`config.mk`:
```
export PLATFORM = sky130hd
export DESIGN_NAME = divu_seq_flat
export DESIGN_NICKNAME = d
export VERILOG_FILES = /design/src/rtl/divu_if.sv /design/src/rtl/divu_seq.sv /design/src/flat_wrapper.sv
export SDC_FILE = /design/constraint.sdc
export NUM_CORES = 1
export LEC_CHECK = 0
export ABC_AREA = 1
export CAP_MARGIN = 0
export CORE_ASPECT_RATIO = 1.2
export CORE_MARGIN = 2
export CORE_UTILIZATION = 40
export CTS_CLUSTER_SIZE = 20
export DETAILED_ROUTE_END_ITERATION = 8
export PLACE_DENSITY = 0.62
export SLEW_MARGIN = 30
export SYNTH_ARGS = -nofsm -noshare
export SYNTH_HDL_FRONTEND = slang
export SYNTH_SLANG_ARGS = --single-unit
```
`constraint.sdc`:
```
create_clock -name clk -period 2.7 [get_ports clk]
set_input_delay 0.405 -clock clk [delete_from_list [all_inputs] [get_ports clk]]
set_output_delay 0.405 -clock clk [all_outputs]
set_load 0.01 [all_outputs]
```
`src/rtl/divu_if.sv`:
```
// Request/result bundle between the CPU datapath and the sequential divider.
// The datapath uses the master side; the divider, which owns HI/LO, uses the slave side.
interface divu_if #(
   parameter int WIDTH = 32
);
   logic             start;
   logic [WIDTH-1:0] dividend;
   logic [WIDTH-1:0] divisor;
   logic             busy;
   logic             done;
   logic             dz;
   logic [WIDTH-1:0] hi;
   logic [WIDTH-1:0] lo;

   modport master (
      output start, dividend, divisor,
      input  busy, done, dz, hi, lo
   );

   modport slave (
      input  start, dividend, divisor,
      output busy, done, dz, hi, lo
   );
endinterface

```
`src/rtl/divu_seq.sv`:
```
// Restoring unsigned divider for DIVU, one quotient bit per cycle; owns HI (remainder) and LO (quotient).
// A zero divisor short-circuits straight to DONE with lo = all ones, hi = dividend, dz = 1.
module divu_seq #(
   parameter int WIDTH = 32
) (
   input logic   clk,
   input logic   rst,
   divu_if.slave bus
);
   localparam int CW = $clog2(WIDTH) + 1;

   typedef enum logic [1:0] {
      IDLE = 2'd0,
      RUN  = 2'd1,
      DONE = 2'd2
   } state_t;

   state_t           state_reg, state_next;
   logic [WIDTH-1:0] rem_reg, rem_next;
   logic [WIDTH-1:0] quo_reg, quo_next;
   logic [WIDTH-1:0] dvs_reg, dvs_next;
   logic [CW-1:0]    cnt_reg, cnt_next;
   logic [WIDTH-1:0] hi_reg, hi_next;
   logic [WIDTH-1:0] lo_reg, lo_next;
   logic             dz_reg, dz_next;

   // One restoring step; the compare is WIDTH+1 bits so a shifted-out MSB is never lost.
   logic [WIDTH:0]   t_hi;
   logic             ge;
   logic [WIDTH-1:0] rem_step;
   logic [WIDTH-1:0] quo_step;

   always_comb begin
      t_hi     = {rem_reg, quo_reg[WIDTH-1]};
      ge       = (t_hi >= {1'b0, dvs_reg});
      rem_step = ge ? (t_hi[WIDTH-1:0] - dvs_reg) : t_hi[WIDTH-1:0];
      quo_step = {quo_reg[WIDTH-2:0], ge};
   end

   always_comb begin
      state_next = state_reg;
      rem_next   = rem_reg;
      quo_next   = quo_reg;
      dvs_next   = dvs_reg;
      cnt_next   = cnt_reg;
      hi_next    = hi_reg;
      lo_next    = lo_reg;
      dz_next    = dz_reg;

      case (state_reg)
         RUN: begin
            rem_next = rem_step;
            quo_next = quo_step;
            cnt_next = cnt_reg - CW'(1);
            if (cnt_reg == CW'(1)) begin
               state_next = DONE;
               hi_next    = rem_step;
               lo_next    = quo_step;
               dz_next    = 1'b0;
            end
         end
         default: begin
            // IDLE and DONE accept a new request identically, enabling back-to-back ops.
            state_next = IDLE;
            if (bus.start) begin
               if (bus.divisor != '0) begin
                  state_next = RUN;
                  rem_next   = '0;
                  quo_next   = bus.dividend;
                  dvs_next   = bus.divisor;
                  cnt_next   = CW'(WIDTH);
               end else begin
                  state_next = DONE;
                  hi_next    = bus.dividend;
                  lo_next    = '1;
                  dz_next    = 1'b1;
               end
            end
         end
      endcase
   end

   always_ff @(posedge clk) begin
      if (rst) begin
         state_reg <= IDLE;
         rem_reg   <= '0;
         quo_reg   <= '0;
         dvs_reg   <= '0;
         cnt_reg   <= '0;
         hi_reg    <= '0;
         lo_reg    <= '0;
         dz_reg    <= 1'b0;
      end else begin
         state_reg <= state_next;
         rem_reg   <= rem_next;
         quo_reg   <= quo_next;
         dvs_reg   <= dvs_next;
         cnt_reg   <= cnt_next;
         hi_reg    <= hi_next;
         lo_reg    <= lo_next;
         dz_reg    <= dz_next;
      end
   end

   assign bus.busy = (state_reg == RUN);
   assign bus.done = (state_reg == DONE);
   assign bus.dz   = dz_reg;
   assign bus.hi   = hi_reg;
   assign bus.lo   = lo_reg;
endmodule
```
`src/flat_wrapper.sv`:
```
// flat-port wrapper written by rule: the top's interface ports become plain ports
module divu_seq_flat 
#(
   parameter int WIDTH = 32
)
  (clk, rst, bus_start, bus_dividend, bus_divisor, bus_busy, bus_done, bus_dz, bus_hi, bus_lo);
  divu_if #(.WIDTH(WIDTH)) bus_i ();
  input logic clk;
  input logic rst;
  input wire logic [$bits(bus_i.start)-1:0] bus_start;
  input wire logic [$bits(bus_i.dividend)-1:0] bus_dividend;
  input wire logic [$bits(bus_i.divisor)-1:0] bus_divisor;
  output wire logic [$bits(bus_i.busy)-1:0] bus_busy;
  output wire logic [$bits(bus_i.done)-1:0] bus_done;
  output wire logic [$bits(bus_i.dz)-1:0] bus_dz;
  output wire logic [$bits(bus_i.hi)-1:0] bus_hi;
  output wire logic [$bits(bus_i.lo)-1:0] bus_lo;
  assign bus_i.start = bus_start;
  assign bus_i.dividend = bus_dividend;
  assign bus_i.divisor = bus_divisor;
  assign bus_busy = bus_i.busy;
  assign bus_done = bus_i.done;
  assign bus_dz = bus_i.dz;
  assign bus_hi = bus_i.hi;
  assign bus_lo = bus_i.lo;
  divu_seq #(.WIDTH(WIDTH)) u_core (.clk(clk), .rst(rst), .bus(bus_i));
endmodule
```
==> flow_metrics.py <==
metrics = {
    "global_routing": {
        "grt_use_total_pct": 22.9,
        "grt_pass1_vias": 9458,
        "antenna_found_initial": 0,
        "grt_max_degree": 65,
        "overflow": 0,
        "grt_pass1_wl_mm": 49.5,
    },
    "route": {
        "vias": 10200,
        "drc": 0,
        "routed_wl_mm": 31.1,
        "ant_nets": 0,
        "via_per_inst": 4.88,
        "wl_per_cell_um": 14.9,
        "drt-initial-drc-count": 520,
        "drt-pass1-iter-count": 7,
    },
    "sta": {
        "maxSlewViolCount": 0,
        "skew_ns": 0.00786,
        "layout_min_cycle_time_ns": 2.48,
        "worst_pin_slew_ns": 0.820,
        "rsz0062_at_grt": "no",
        "fin_ws_ns": 0.225,
        "max_freq_mhz": 404,
        "finalSetupViolCount": 0,
        "fin_crit_sh_pct": 91.7,
        "hold_viol": 0,
        "hold_ws_ns": 0.458,
        "slew_headroom_pct": 45.3,
    },
    "finish": {
        "final_nets": 1839,
        "final_core_util_pct": 50.1,
        "num_antenna_cells": 0,
        "drive_gt1_share_pct": 7.83,
        "syn_to_final_growth_pct": 22.7,
    },
    "critical_path": {
        "r2r-start": "u_core.rem_reg[18]",
        "start_kind": "flop",
        "cp.arrival_ns": 2.81,
        "cp.required_ns": 3.03,
        "crit_fanout": 17,
        "end_kind": "flop",
        "crit_start": "u_core.rem_reg[18]",
        "crit_type": "flop to flop",
    },
    "synthesis": {
        "synthFlopType": "dfxtp_1",
        "synth-async-reset-ratio_pct": 0,
        "syn_avg_cell_area_um2": 6.40,
        "ys_top_cells_by_area": "dfxtp_1 32%, nand2_1 14%, inv_1 11%",
        "yosysTopAreaCell": "dfxtp_1",
        "syn_area_mm2": 0.0104,
        "synth_fp_nets": 1730,
        "ys_seq_area_share_pct": 32.5,
        "synth_top_area_share_pct": 32.5,
        "synth.distinct_cells": 38,
        "ys_seq_elements": 169,
        "post-synth-top-count-cell": "nand2_1",
        "syn_inst": 1628,
        "synth_warnings": 0,
        "synth_edf_count": 0,
        "synth_common_cells": "378 x nand2_1, 308 x inv_1, 169 x dfxtp_1, 145 x o21ai_0, 124 x nor2_1",
    },
    "power": {
        "p_leak_nw": 6.43,
        "ir_drop_v": 0.000481,
        "power.density_mw_per_mm2": 669,
        "total_power_mw": 8.56,
    },
    "die": {
        "rows": 64,
        "die_area_mm2": 0.0274,
        "pin_count": 134,
        "chipHeight_um": 181,
        "start_util_pct": 40.8,
        "die_w_um": 151,
        "coreArea_mm2": 0.0255,
    },
    "outcome": {
        "outcome": "complete, no violations",
    },
    "cts": {
        "cts-htree-levels": 4,
        "cts_post_setup_buffers_inserted": 0,
        "clk_pin_slew_ns": 0.07,
        "hold_buffers": 0,
        "cts_sinks": 169,
        "cts.path.max_buffers": 2,
        "cts_buffers": 17,
        "cts-resized-gates": 0,
        "cts_tree": "done",
        "root_buffer": "clkbuf_16",
        "insertion_delay_ns": 0.43,
    },
    "worst_hold_path": {
        "hold_path_class": "flop to flop",
        "hold_start": "u_core.bus.lo[3]",
    },
    "place": {
        "place_ws_ns": 0.00546,
        "portBuffers": 133,
        "globalplace.congestion": 0.902,
        "dp_hpwl_mm": 23.6,
    },
    "job": {
        "maxCapViolCount": 0,
    },
}
final timing paths:
check	to	slack (ns)	depth (start not counted)
max	u_core.bus.hi[22]	0.22	15
min	u_core.bus.lo[3]	0.46	2
max reg2reg	u_core.bus.hi[22]	0.22	15
min reg2reg	u_core.bus.lo[3]	0.46	2
through the flow:
step | cells | instance area (um2) | TNS (ns)
4_1_cts | 2079 | 12800 | 0
2_1_floorplan | 1628 | 10400 | 0
5_1_grt | 2080 | 12800 | 0
3_5_place_dp | 2047 | 12200 | 0
3_3_place_gp | 2047 | 12200 | -0.0453
6_report | 2080 | 12800 | 0
critical path, stage by stage (launching register included):
cell and delay [ns]:
dfxtp_1 0.41, ha_1 0.34, nand2_1 0.17, inv_1 0.06, nand2_1 0.06, nand2_1 0.07
nand2_1 0.06, nand2_1 0.09, nand2_1 0.09, nand2_2 0.09, nor2_8 0.30, nand2_4 0.29
nand3_2 0.14, nand3_1 0.10, nand2_1 0.07, inv_1 0.04
power breakdown:
| part | internal, mW | total (mW) | leakage [nW] | switching, mW |
|---|---|---|---|---|
| Clock | 1.51 | 2.60 | 0.296 | 1.08 |
| Sequential | 2.69 | 2.84 | 1.38 | 0.148 |
| Combinational | 1.06 | 3.12 | 4.76 | 2.06 |
| Total | 5.26 | 8.56 | 6.43 | 3.29 |
per-layer routing:
layer | up-vias | wire length (um) | track usage [%]
met5 | - | 0 | 0
met4 | 0 | 712 | 6.92
met3 | 39 | 1370 | 3.84
met2 | 238 | 14500 | 37.2
met1 | 4548 | 14500 | 30.9
li1 | 5325 | - | -
cells in the final DEF (no fill, tap or decap), types with 3 or more instances in the layout:
cell and count:
a21boi_0 21, a21boi_1 10, a21oi_1 55, and2_1 7
buf_12 11, buf_4 17, bufinv_16 3, clkbuf_16 17
clkdlybuf4s50_1 133, clkinv_4 3, clkinvlp_4 3, dfxtp_1 169
ha_1 34, inv_1 307, inv_2 12, nand2_1 378
nand2_2 16, nand3_1 104, nand3_2 29, nand4_1 45
nor2_1 124, nor2_2 7, nor2_4 3, nor3_1 38
nor4_1 3, o21ai_0 145, o21ai_1 20, xor2_1 14
cell families (layout without fill, tap and decap cells):
group	after synthesis	count (layout)	share of synthesized area, %
adder cells (fa/ha/maj)	35	35	4.27
AND/OR/NAND/NOR	762	763	33.8
flip-flops	169	169	32.5
XOR/XNOR	14	14	1.18
buffers and inverters	392	513	15.1
AO/OA/AOI/OAI	256	256	13.2
layout make-up:
| cell class | count | area, um2 |
|---|---|---|
| Timing Repair Buffer | 162 | 1690 |
| Inverter | 319 | 1200 |
| Clock buffer | 19 | 453 |
| Sequential cell | 169 | 3380 |
| Fill cell | 2625 | 12800 |
| Multi-Input combinational cell | 1068 | 5480 |
| Clock inverter | 13 | 166 |
| Tap cell | 330 | 413 |
(Power assumes the default switching activity.)
